**config.mk**
```make
export PLATFORM = sky130hd
export DESIGN_NAME = irq_request_latch_flat
export DESIGN_NICKNAME = d
export VERILOG_FILES = /design/src/rtl/irq_pkg.sv /design/src/rtl/irq_request_latch_if.sv /design/src/rtl/irq_sync_edge.sv /design/src/rtl/irq_request_latch.sv /design/src/flat_wrapper.sv
export SDC_FILE = /design/constraint.sdc
export NUM_CORES = 1
export LEC_CHECK = 0
export ABC_AREA = 1
export BUFFER_PORTS_ARGS = -buffer_cell sky130_fd_sc_hd__buf_4
export CORE_MARGIN = 5
export CORE_UTILIZATION = 52
export DETAILED_ROUTE_END_ITERATION = 8
export GPL_TIMING_DRIVEN = 0
export PLACE_DENSITY_LB_ADDON = 0.08
export SLEW_MARGIN = 10
export SYNTH_ARGS = -nofsm -noshare
export SYNTH_HDL_FRONTEND = slang
export SYNTH_HIERARCHICAL = 1
export SYNTH_SLANG_ARGS = --single-unit
```
**constraint.sdc**
```tcl
create_clock -name clk -period 1.65 [get_ports clk]
set_input_delay 0.2475 -clock clk [delete_from_list [all_inputs] [get_ports clk]]
set_output_delay 0.2475 -clock clk [all_outputs]
set_load 0.005 [all_outputs]
```
**src/rtl/irq_pkg.sv**
```systemverilog
// Shared constants and FSM state type for the interrupt request latch.
package irq_pkg;
  localparam int CHANNELS = 8;
  localparam int IDX_W    = $clog2(CHANNELS);

  typedef enum logic [1:0] {
    IDLE    = 2'd0,
    REQUEST = 2'd1,
    SERVICE = 2'd2
  } irq_state_t;
endpackage

```
**src/rtl/irq_request_latch_if.sv**
```systemverilog
// Bundle of the interrupt lines, encoder-facing outputs and consumer handshake.
interface irq_request_latch_if;
  import irq_pkg::*;

  logic                enable;
  logic [CHANNELS-1:0] irq_in;
  logic [CHANNELS-1:0] level_mode;
  logic [CHANNELS-1:0] mask;
  logic [CHANNELS-1:0] channels;
  logic [CHANNELS-1:0] overflow;
  // Handshake: irq_req acts as valid and ack as ready; a transfer happens on a
  // rising edge where irq_req && ack && channels[ack_idx], after which the
  // channel is in service until a single-cycle eoi releases it.
  logic                irq_req;
  logic                ack;
  logic [IDX_W-1:0]    ack_idx;
  logic                eoi;
  logic                in_service;
  logic [IDX_W-1:0]    in_service_idx;
  irq_state_t          state_dbg;

  modport slave (
    input  enable, irq_in, level_mode, mask, ack, ack_idx, eoi,
    output channels, overflow, irq_req, in_service, in_service_idx, state_dbg
  );

  modport master (
    output enable, irq_in, level_mode, mask, ack, ack_idx, eoi,
    input  channels, overflow, irq_req, in_service, in_service_idx, state_dbg
  );
endinterface

```
**src/rtl/irq_sync_edge.sv**
```systemverilog
// Per-line synchroniser followed by a one-cycle-delayed copy for rise detection.
module irq_sync_edge #(
  parameter int SYNC_STAGES = 2
) (
  input  logic i_clk,
  input  logic i_reset,
  input  logic i_irq,
  output logic o_s_irq,
  output logic o_rise
);
  logic [SYNC_STAGES-1:0] r_sync;
  logic [SYNC_STAGES-1:0] w_sync_next;
  logic                   r_prev;

  generate
    if (SYNC_STAGES == 1) begin : g_single
      assign w_sync_next = i_irq;
    end else begin : g_chain
      assign w_sync_next = {r_sync[SYNC_STAGES-2:0], i_irq};
    end
  endgenerate

  always_ff @(posedge i_clk) begin
    if (i_reset) begin
      r_sync <= '0;
      r_prev <= 1'b0;
    end else begin
      r_sync <= w_sync_next;
      r_prev <= r_sync[SYNC_STAGES-1];
    end
  end

  assign o_s_irq = r_sync[SYNC_STAGES-1];
  assign o_rise  = r_sync[SYNC_STAGES-1] & ~r_prev;
endmodule

```
**src/rtl/irq_request_latch.sv**
```systemverilog
// Captures synchronised interrupt lines into a pending register and runs the
// request/acknowledge/end-of-interrupt handshake for one channel at a time.
module irq_request_latch
  import irq_pkg::*;
#(
  parameter int SYNC_STAGES = 2
) (
  input logic                clk,
  input logic                reset,
  irq_request_latch_if.slave bus
);
  logic [CHANNELS-1:0] w_s_irq;
  logic [CHANNELS-1:0] w_rise;
  logic [CHANNELS-1:0] r_pending;
  logic [CHANNELS-1:0] r_overflow;
  logic [CHANNELS-1:0] w_pending_next;
  logic [CHANNELS-1:0] w_overflow_next;
  logic [CHANNELS-1:0] w_clr;
  logic [CHANNELS-1:0] w_channels;
  logic [IDX_W-1:0]    r_isr_idx;
  logic                w_ack_ok;
  irq_state_t          r_state;
  irq_state_t          w_state_next;

  generate
    for (genvar g = 0; g < CHANNELS; g++) begin : g_line
      irq_sync_edge #(.SYNC_STAGES(SYNC_STAGES)) u_sync (
        .i_clk   (clk),
        .i_reset (reset),
        .i_irq   (bus.irq_in[g]),
        .o_s_irq (w_s_irq[g]),
        .o_rise  (w_rise[g])
      );
    end
  endgenerate

  assign w_channels = r_pending & bus.mask;
  // An ack naming a channel that is not currently serviceable is dropped.
  assign w_ack_ok   = (r_state == REQUEST) && bus.ack && w_channels[bus.ack_idx];

  always_comb begin
    w_clr = '0;
    if (w_ack_ok) w_clr[bus.ack_idx] = 1'b1;
  end

  // Edge channels: a new rise outranks the clear so no edge is lost.
  always_comb begin
    w_pending_next  = r_pending;
    w_overflow_next = r_overflow;
    for (int i = 0; i < CHANNELS; i++) begin
      if (bus.level_mode[i]) begin
        w_pending_next[i] = w_s_irq[i];
      end else begin
        w_pending_next[i]  = w_rise[i] | (r_pending[i] & ~w_clr[i]);
        w_overflow_next[i] = (w_rise[i] & r_pending[i] & ~w_clr[i]) |
                             (r_overflow[i] & ~w_clr[i]);
      end
    end
  end

  always_comb begin
    w_state_next = r_state;
    case (r_state)
      IDLE:    if (bus.enable && |w_channels) w_state_next = REQUEST;
      REQUEST: begin
        if (w_ack_ok)                              w_state_next = SERVICE;
        else if (!bus.enable || w_channels == '0)  w_state_next = IDLE;
      end
      SERVICE: if (bus.eoi) w_state_next = IDLE;
      default: w_state_next = IDLE;
    endcase
  end

  always_ff @(posedge clk) begin
    if (reset) begin
      r_state    <= IDLE;
      r_pending  <= '0;
      r_overflow <= '0;
      r_isr_idx  <= '0;
    end else begin
      r_state    <= w_state_next;
      r_pending  <= w_pending_next;
      r_overflow <= w_overflow_next;
      if (w_ack_ok) r_isr_idx <= bus.ack_idx;
    end
  end

  // Outputs decode from registered state only, so ack/eoi never reach irq_req combinationally.
  assign bus.channels       = w_channels;
  assign bus.overflow       = r_overflow;
  assign bus.irq_req        = (r_state == REQUEST);
  assign bus.in_service     = (r_state == SERVICE);
  assign bus.in_service_idx = r_isr_idx;
  assign bus.state_dbg      = r_state;
endmodule
```
**src/flat_wrapper.sv**
```systemverilog
// flat-port wrapper written by rule: the top's interface ports become plain ports
module irq_request_latch_flat import irq_pkg::*;
#(
  parameter int SYNC_STAGES = 2
)
  (clk, reset, bus_enable, bus_irq_in, bus_level_mode, bus_mask, bus_ack, bus_ack_idx, bus_eoi, bus_channels, bus_overflow, bus_irq_req, bus_in_service, bus_in_service_idx, bus_state_dbg);
  irq_request_latch_if bus_i ();
  input logic clk;
  input logic reset;
  input wire logic [$bits(bus_i.enable)-1:0] bus_enable;
  input wire logic [$bits(bus_i.irq_in)-1:0] bus_irq_in;
  input wire logic [$bits(bus_i.level_mode)-1:0] bus_level_mode;
  input wire logic [$bits(bus_i.mask)-1:0] bus_mask;
  input wire logic [$bits(bus_i.ack)-1:0] bus_ack;
  input wire logic [$bits(bus_i.ack_idx)-1:0] bus_ack_idx;
  input wire logic [$bits(bus_i.eoi)-1:0] bus_eoi;
  output wire logic [$bits(bus_i.channels)-1:0] bus_channels;
  output wire logic [$bits(bus_i.overflow)-1:0] bus_overflow;
  output wire logic [$bits(bus_i.irq_req)-1:0] bus_irq_req;
  output wire logic [$bits(bus_i.in_service)-1:0] bus_in_service;
  output wire logic [$bits(bus_i.in_service_idx)-1:0] bus_in_service_idx;
  output wire logic [$bits(bus_i.state_dbg)-1:0] bus_state_dbg;
  assign bus_i.enable = bus_enable;
  assign bus_i.irq_in = bus_irq_in;
  assign bus_i.level_mode = bus_level_mode;
  assign bus_i.mask = bus_mask;
  assign bus_i.ack = bus_ack;
  assign bus_i.ack_idx = bus_ack_idx;
  assign bus_i.eoi = bus_eoi;
  assign bus_channels = bus_i.channels;
  assign bus_overflow = bus_i.overflow;
  assign bus_irq_req = bus_i.irq_req;
  assign bus_in_service = bus_i.in_service;
  assign bus_in_service_idx = bus_i.in_service_idx;
  assign bus_state_dbg = bus_i.state_dbg;
  irq_request_latch #(.SYNC_STAGES(SYNC_STAGES)) u_core (.clk(clk), .reset(reset), .bus(bus_i));
endmodule
```
==> results.yml, run 1 <==
outcome:
  run_status: "finished, final reports clean"
finish:
  antenna_cells: 0
  multiInputGateArea_sq_um: 842
  final_cells: 386
  fin_nets: 370
  final_common_cell: "inv_1"
  fill_cells: 346
  regArea_sq_um: 901
  drive_above_1_share_pct: 25.4
  area_delta_synth_final_pct: 26.8
  final_cell_mix: "61 x inv_1, 55 x nor2_1, 53 x buf_4"
floorplan:
  core_sq_um: 3720
  io_pins: 55
  die_x_um: 72.6
  dieArea_sq_um: 5260
  fp.dieH_um: 72.6
  start_util_pct: 54.7
  rows: 22
detailed_routing:
  ant_nets: 0
  dr.pass1.iters: 4
  wl_met1_mm: 1.94
  drt-wirelength-per-cell_um: 11.0
  highest_layer: "met4"
  wl_met2_mm: 1.98
  drt-total-wl_mm: 4.26
  vias_per_cell: 4.64
  drtIter0Drc: 57
  drc: 0
  met3WireLength_um: 291
  vias: 1791
setup_path:
  arrival_ns: 1.65
  r2r_cells: 10
  crit_path_end_kind: "flop"
  cp-start-kind: "flop"
  path_cells: "nand2_1 -> nor2_2 -> inv_1 -> nand3_2 -> nand3_4 -> nor2_8 -> buf_12 -> nand3_2 -> nand2_1 -> a21oi_1"
  path_class: "reg2reg"
  cp.required_ns: 1.80
  cpPeakStageDelay_ns: 0.35
  cp_max_fo: 10
  critPathSlowestCell: "dfxtp_1"
placed_design:
  portBuffers: 53
  gp_congestion: 0.810
  place_hpwl_mm: 3.36
  dp.cells: 379
synthesis:
  synth.avg_cell_area_sq_um: 7.32
  syn_nets: 310
  synth_edf_count: 0
  netlist_area_sq_um: 2030
  ys_ff_latch: 45
  yosysUniqueCellTypes: 23
  synth-async-reset-ratio_pct: 0
  synth_ff_type: "dfxtp_1"
  yosysSeqAreaShare_pct: 44.3
  synth_area_leader_cell: "dfxtp_1"
  yosys_warnings: 6
  synth_area_leaders: "dfxtp_1 44%, inv_1 11%, nor2_1 10%, nand2_1 6.5%, a21oi_1 5.4%"
  synth_cells: 278
  synth_top_cell_area_share_pct: 44.3
global_routing:
  gr-total-overflow: 0
  antenna_found_initial: 0
  grt_pass1_vias: 1632
  grt_pass1_wl_mm: 7.07
  grt_usage_pct: 17.3
  grt_max_degree: 26
clock_tree:
  cts-root-buf: "clkbuf_8"
  cts_buffers: 5
  htreeDepth: 2
  cts_tree: "done"
  cts.clk_slew.worst_paths_ns: 0.08
  clkLatencyLatePin_ns: 0.29
  cts_setup_buffers: 0
  cts_hold_buf: 0
  numClockSinks: 45
  clockBufferDepth: 2
  cts_resized: 0
sta:
  hold_violations: 0
  rsz0062_at_grt: "false"
  min_period_ns: 1.50
  drv_slew: 0
  setup_viol: 0
  fmax_mhz: 665
  relSlewSlack_pct: 65.5
  worst_pin_slew_ns: 0.517
  fin_crit_sh_pct: 91.1
  skew_ns: 0.0105
  finalSetupTns_ns: 0
min_path:
  hold_path_class: "in2reg"
  hold_depth: 3
power_and_ir_drop:
  powerDensity_nw_per_um2: 819
  p_leak_nw: 1.27
  vdd.ir_drop.worst_v: 0.000467
run:
  cap_violations: 0
==> state kept, by name, summed over array words and instances (netlist names) <==
signal,cells
u_core/g_line.u_sync/r_prev,8
u_core/bus.in_service_idx,3
u_core/r_pending,8
u_core/g_line.u_sync/r_sync,16
u_core/bus.overflow,8
u_core/bus.state_dbg,2
==> through the flow <==
| stage | power (mW) | area (sq um) | utilization (%) | worst slack [ns] | hold WS (ns) |
|---|---|---|---|---|---|
| finish | 2.11 | 2580 | 69.4 | 0.146 | 0.152 |
| floorplan | 1.34 | 2030 | - | 0.377 | 0.319 |
| global route | 2.23 | 2580 | 69.4 | 0.0254 | 0.149 |
| detailed placement | 1.47 | 2490 | 67.1 | 0.0571 | 0.396 |
| CTS | 2.13 | 2580 | 69.4 | 0.152 | 0.148 |
| global placement | 1.47 | 2490 | 67.1 | 0.0765 | 0.390 |
==> layout make-up <==
cell class | instances | area share (%)
Clock buffer | 7 | 3.35
Timing Repair Buffer | 53 | 15.4
Multi-Input combinational cell | 165 | 32.7
Inverter | 64 | 9.80
Tap cell | 48 | 2.33
Buffer | 4 | 1.50
Sequential cell | 45 | 34.9
==> logic make-up after synthesis <==
family | share of synthesized area [%]
AND/OR/NAND/NOR | 31.3
buffers and inverters | 14.3
flip-flops | 44.3
AO/OA/AOI/OAI | 10.1
==> final timing paths <==
kind,from,to,slack (ns)
worst max-delay path,u_core/r_pending[4],u_core/bus.overflow[4],0.15
worst min-delay path,bus_irq_in[7],u_core/g_line[7].u_sync/r_sync[0],0.15
worst max register to register,u_core/r_pending[4],u_core/bus.overflow[4],0.15
worst min register to register,u_core/g_line[7].u_sync/r_sync[0],u_core/g_line[7].u_sync/r_sync[1],0.40
==> per-layer routing <==
metal / track usage (%) / vias up
li1: - / 968
met1: 21.7 / 770
met2: 28.3 / 47
met3: 4.57 / 6
met4: 6.35 / 0
met5: 0 / -
==> synthesized netlist by cell type (2+ instances only) <==
cell and n:
a21oi_1 22, a21oi_2 2, clkbuf_1 2, dfxtp_1 45
inv_1 61, inv_2 2, nand2_1 35, nand3_1 20
nand3_2 9, nand3_4 2, nand4_1 2, nor2_1 55
nor2_2 4, o211ai_1 3, o21ai_0 5, o21ai_2 2
==> critical path: cells and delay by family, from the launching register on <==
kind | cells | cell delay, ns
buffers and inverters | 2 | 0.24
and+or+nand+nor | 7 | 0.73
AOI/OAI and AO/OA | 1 | 0.06
DFF | 1 | 0.35
==> power by group <==
| part | total (mW) | switching [mW] | internal (mW) |
|---|---|---|---|
| Sequential | 1.15 | 0.0250 | 1.13 |
| Combinational | 0.291 | 0.157 | 0.134 |
| Clock | 0.668 | 0.336 | 0.332 |
No activity file was read; power rests on OpenSTA's default activity.
==> run 2: changes to the inputs <==
--- a/config.mk
+++ b/config.mk
@@ -12,6 +12,7 @@
 export DETAILED_ROUTE_END_ITERATION = 8
 export GPL_TIMING_DRIVEN = 0
 export PLACE_DENSITY_LB_ADDON = 0.08
+export SETUP_SLACK_MARGIN = 0.5
 export SLEW_MARGIN = 10
 export SYNTH_ARGS = -nofsm -noshare
 export SYNTH_HDL_FRONTEND = slang
==> run 2 against run 1 <==
  * Via count increased by 12%
  * Setup slack better by 0.036 ns
  * Core utilization grew 12 points
  * Sequential share of layout area fell by 4.5 points
  * Critical path depth did not move
  * Count of clock-buffer cells in the layout is the same
  * Clock skew is 0.0059 ns lower
  * Final cell count increased by 5.2%
  * Die area stayed put
  * Critical path type unchanged
==> results.yml, run 2 (synthesized netlist as in run 1, its figures left out) <==
detailed_routing:
  ant_nets: 0
  vias: 2009
  dr.pass1.iters: 4
  drt-wirelength-per-cell_um: 13.9
  drt-total-wl_mm: 5.64
  drc: 0
  drtIter0Drc: 152
  vias_per_cell: 4.95
min_path:
  hold_path_class: "in2reg"
clock_tree:
  numClockSinks: 45
  cts.clk_slew.worst_paths_ns: 0.08
  cts-root-buf: "clkbuf_8"
  cts_tree: "done"
  htreeDepth: 2
  clockBufferDepth: 2
  clkLatencyLatePin_ns: 0.29
  cts_buffers: 5
  cts_hold_buf: 0
sta:
  hold_violations: 0
  drv_slew: 0
  rsz0062_at_grt: "true"
  fin_ws_ns: 0.182
  skew_ns: 0.00466
  min_period_ns: 1.47
  fmax_mhz: 681
  setup_viol: 0
  finalSetupTns_ns: 0
  fin_crit_sh_pct: 89.0
  worst_pin_slew_ns: 0.668
  relSlewSlack_pct: 55.5
placed_design:
  portBuffers: 53
  pre_cts_ws_ns: 0.0555
  gp_congestion: 0.789
  placed_cell_area_sq_um: 2520
  place_hpwl_mm: 3.33
floorplan:
  fp.dieH_um: 72.6
  core_sq_um: 3720
  io_pins: 55
  rows: 22
  die_x_um: 72.6
  dieArea_sq_um: 5260
  start_util_pct: 54.7
finish:
  fin_util_pct: 81.5
  largest_register_ffs: 16
  area_delta_synth_final_pct: 48.9
  regMostFlops: "u_core/g_line.u_sync/r_sync"
  final_common_cell: "buf_4"
  antenna_cells: 0
  drive_above_1_share_pct: 44.1
  final_cell_mix: "62 x buf_4, 52 x inv_1, 52 x nor2_1"
  fin_nets: 390
  final_area_sq_um: 3030
power_and_ir_drop:
  powerDensity_nw_per_um2: 743
  vdd.ir_drop.worst_v: 0.000518
  p_leak_nw: 1.48
run:
  cap_violations: 0
setup_path:
  cp-start-kind: "flop"
  crit_top_cell: "inv_2"
  path_cells: "inv_2 -> nor2_4 -> nand3_4 -> nor2_8 -> buf_4 -> inv_2 -> nand2_2 -> o21ai_1 -> nand2_1 -> inv_1"
  cpPeakStageDelay_ns: 0.36
  critPathSlowestCell: "dfxtp_2"
  crit_path_end_kind: "flop"
  arrival_ns: 1.66
  cp_max_fo: 7
  cp.required_ns: 1.85
  path_class: "reg2reg"
outcome:
  run_status: "finished, final reports clean"
global_routing:
  grt_max_degree: 26
  gr-total-overflow: 0
  grt_pass1_vias: 1888
  grt_usage_pct: 20.2
  grt_pass1_wl_mm: 8.29
  antenna_found_initial: 0
-- run 2: metrics by stage --
stage                     hold slack, ns  instances  power (mW)
after floorplan                    0.319        278        1.34
after global placement             0.389        379        1.47
after detailed placement           0.394        379        1.48
after CTS                          0.147        399        2.19
after global routing               0.156        406        2.34
final                              0.150        406        2.25
-- run 2: final cells by class --
type / instances / area, sq um
buffer: 4 / 48.8
clock buffer: 7 / 86.3
fill: 253 / 687
inverter: 64 / 255
multi-input combinational: 165 / 1040
sequential: 45 / 923
tap: 48 / 60.1
timing repair buffer: 73 / 614
-- run 2: worst max-delay path, delay by kind of cell (launching register included) --
family,cells,cell delay (ns)
AOI/OAI and AO/OA,1,0.07
buffers and inverters,4,0.28
DFF,1,0.36
and+or+nand+nor,5,0.66
-- run 2: what timing repair did --
| action | 4_1_cts | 5_1_grt |
|---|---|---|
| setup endpoints to repair | 31 | 32 |
| buffers inserted | 12 | 7 |
| pin swaps | 5 | 5 |
| resized for setup | 36 | 41 |
| cloned | 1 | 0 |
-- run 2: final timing paths --
path                                                         from                                 to  slack, ns  depth (start not counted)
worst max-delay path                      u_core/bus.state_dbg[0]            u_core/bus.state_dbg[0]       0.18                         10
worst min-delay path                                bus_irq_in[3]  u_core/g_line[3].u_sync/r_sync[0]       0.15                          3
worst max register to register            u_core/bus.state_dbg[0]            u_core/bus.state_dbg[0]       0.18                         10
worst min register to register  u_core/g_line[1].u_sync/r_sync[0]  u_core/g_line[1].u_sync/r_sync[1]       0.40                          2
-- run 2: power by group --
| part | internal, mW | switching (mW) |
|---|---|---|
| sequential | 1.13 | 0.0284 |
| combinational | 0.202 | 0.225 |
| clock | 0.332 | 0.335 |
-- run 2: metal layers --
metal  vias up  part of all wire (%)  global-route usage, %
li1       1005                     -                      -
met1       913                    40                   24.4
met2        75                    50                   33.0
met3        16                   7.5                   4.85
met4         0                   2.7                   11.1
met5         -                     0                      0
==> run 3: changes to the inputs <==
--- a/config.mk
+++ b/config.mk
@@ -5,10 +5,9 @@
 export SDC_FILE = /design/constraint.sdc
 export NUM_CORES = 1
 export LEC_CHECK = 0
-export ABC_AREA = 1
 export BUFFER_PORTS_ARGS = -buffer_cell sky130_fd_sc_hd__buf_4
 export CORE_MARGIN = 5
-export CORE_UTILIZATION = 52
+export CORE_UTILIZATION = 50
 export DETAILED_ROUTE_END_ITERATION = 8
 export GPL_TIMING_DRIVEN = 0
 export PLACE_DENSITY_LB_ADDON = 0.08
==> run 3 against run 2 <==
  * Die area is 3.5% lower
  * Sequential power barely moved
  * Final cell count fell by 18%
  * First-iteration DRC count down 29%
  * Hold slack gained 0.0078 ns
  * Register-to-register slack lost 0.06 ns
  * Synthesized cell count down 28%
  * Largest power group unchanged
==> results.yml, run 3 <==
finish:
  fin_nets: 314
  fill_cells: 254
  final_cells: 331
  final_common_cell: "buf_4"
  regMostFlops: "u_core/g_line.u_sync/r_sync"
  drive_above_1_share_pct: 50.9
  area_delta_synth_final_pct: 52.4
  final_area_sq_um: 2860
  antenna_cells: 0
  largest_register_ffs: 16
  final_cell_mix: "67 x buf_4, 35 x dfxtp_1, 25 x nor2b_1"
global_routing:
  grt_usage_pct: 18.7
  grt_pass1_vias: 1615
  top_usage_layer: "met2"
  antenna_found_initial: 0
  gr-total-overflow: 0
  grt_pass1_wl_mm: 7.56
  grt_max_degree: 30
  grt_util_met1_pct: 22.8
  use_met3_pct: 6.17
  use_met2_pct: 32.0
sta:
  skew_ns: 0.00829
  min_period_ns: 1.53
  drv_slew: 0
  fin_hold_ws_ns: 0.158
  fin_crit_sh_pct: 92.5
  fmax_mhz: 655
  rsz0062_at_grt: "true"
  setup_viol: 0
  worst_pin_slew_ns: 0.299
  relSlewSlack_pct: 79.8
  hold_violations: 0
clock_tree:
  cts_hold_buf: 0
  cts-root-buf: "clkbuf_8"
  cts.clk_slew.worst_paths_ns: 0.08
  clkLatencyLatePin_ns: 0.29
  htreeDepth: 2
  cts_tree: "done"
  clockBufferDepth: 2
  cts_buffers: 5
  numClockSinks: 45
synthesis:
  synth_edf_count: 0
  synth_area_leaders: "dfxtp_1 48%, nor2b_1 9.0%, inv_1 4.6%, nor2b_2 3.7%, a31oi_1 3.3%"
  syn_nets: 232
  synth_area_leader_cell: "dfxtp_1"
  synthTopCellsByCount: "45 x dfxtp_1, 27 x nor2b_1, 23 x inv_1"
  synth_most_common_cell: "dfxtp_1"
  netlist_area_sq_um: 1880
  synth.avg_cell_area_sq_um: 9.39
  synth_top_cell_area_share_pct: 48.0
  synth-async-reset-ratio_pct: 0
  synth_cells: 200
  ys_ff_latch: 45
  yosysUniqueCellTypes: 36
  synth_ff_type: "dfxtp_1"
  yosysSeqAreaShare_pct: 48.0
  yosys_warnings: 6
detailed_routing:
  drt-wirelength-per-cell_um: 15.3
  drt-total-wl_mm: 5.06
  drtIter0Drc: 108
  drc: 0
  vias_per_cell: 5.27
  vias: 1743
  ant_nets: 0
  dr.pass1.iters: 4
setup_path:
  cp.required_ns: 1.82
  cp-start-kind: "flop"
  crit_path_end_kind: "flop"
  arrival_ns: 1.70
  cp_max_fo: 5
  r2r_slack_ns: 0.12
  path_class: "reg2reg"
floorplan:
  start_util_pct: 51.3
  core_sq_um: 3660
  dieArea_sq_um: 5080
  io_pins: 55
  die_x_um: 71.3
  rows: 22
  fp.dieH_um: 71.3
placed_design:
  placed_cell_area_sq_um: 2370
  gp_congestion: 0.833
  dp.cells: 302
  place_hpwl_mm: 2.98
  portBuffers: 54
power_and_ir_drop:
  p_leak_nw: 1.31
  vdd.ir_drop.worst_v: 0.000649
  powerDensity_nw_per_um2: 827
run:
  cap_violations: 0
min_path:
  hold_path_class: "in2reg"
outcome:
  run_status: "finished, final reports clean"
## run 3: changes by cell type after synthesis, sizes merged, moves of 10 or more
| cell | before | now |
|---|---|---|
| nor2 | 61 | 8 |
| a21oi | 24 | 12 |
| nand2 | 35 | 10 |
| inv | 63 | 23 |
| nor2b | 0 | 35 |
| nor3 | 1 | 12 |
| a31oi | 0 | 10 |
| nand3 | 31 | 0 |
## run 3: worst max-delay path, stage by stage (launching register included)
cell      delay (ns)
dfxtp_2         0.36
nand2_4         0.07
a22oi_2         0.28
buf_4           0.19
nand4b_4        0.16
buf_4           0.19
nor3_2          0.10
nor3_1          0.06
## run 3: layer usage
layer | part of all wire [%] | routed length [um]
met3 | 7.8 | 393
met4 | 2.1 | 108
met5 | 0 | 0
met2 | 49 | 2510
met1 | 41 | 2060
## run 3: timing repair
item                       4_1_cts  5_1_grt
pin swaps                       24        6
buffers inserted                15        5
cloned                           1        0
setup endpoints to repair       31       31
resized for setup               44       18
## run 3: logic make-up (layout without fill, tap and decap cells)
family,Yosys count,after routing,synth area share (%)
and+or+nand+nor,78,79,26.4
AOI/OAI and AO/OA,48,48,18.3
DFF,45,45,48.0
buffers and inverters,27,109,6.20
muxes,2,2,1.07
## run 3: power breakdown
group          leakage (nW)  internal, mW  switching (mW)
registers             0.373          1.13          0.0254
logic                 0.879         0.188           0.180
clock network        0.0574         0.492           0.356
## run 3: metrics by stage
| stage | setup TNS [ns] | power (mW) | utilization (%) | worst slack (ns) |
|---|---|---|---|---|
| floorplan | 0 | 1.32 | - | 0.249 |
| global placement | -0.689 | 1.44 | 64.8 | -0.0957 |
| detailed placement | -0.710 | 1.45 | 64.8 | -0.0897 |
| CTS | 0 | 2.34 | 75.5 | 0.210 |
| global route | 0 | 2.47 | 78.2 | 0.0639 |
| finish | 0 | 2.37 | 78.2 | 0.124 |
## run 3: area by class of cell
class                      count  area [sq um]  share of cell area [%]
buffer                         4          36.3                    1.27
tap                           48          60.1                    2.10
clock inverter                 2          37.5                    1.31
timing repair buffer          74           582                    20.3
sequential                    45           921                    32.2
multi-input combinational    129          1060                    36.9
inverter                      23          86.3                    3.02
clock buffer                   6          82.6                    2.88
## run 3: final timing paths
path                                        to  cells after the start                               from
max reg2reg             u_core/bus.overflow[5]                      7                u_core/r_pending[3]
min reg2reg  u_core/g_line[0].u_sync/r_sync[1]                      1  u_core/g_line[0].u_sync/r_sync[0]
max                     u_core/bus.overflow[5]                      7                u_core/r_pending[3]
min          u_core/g_line[1].u_sync/r_sync[0]                      2                      bus_irq_in[1]
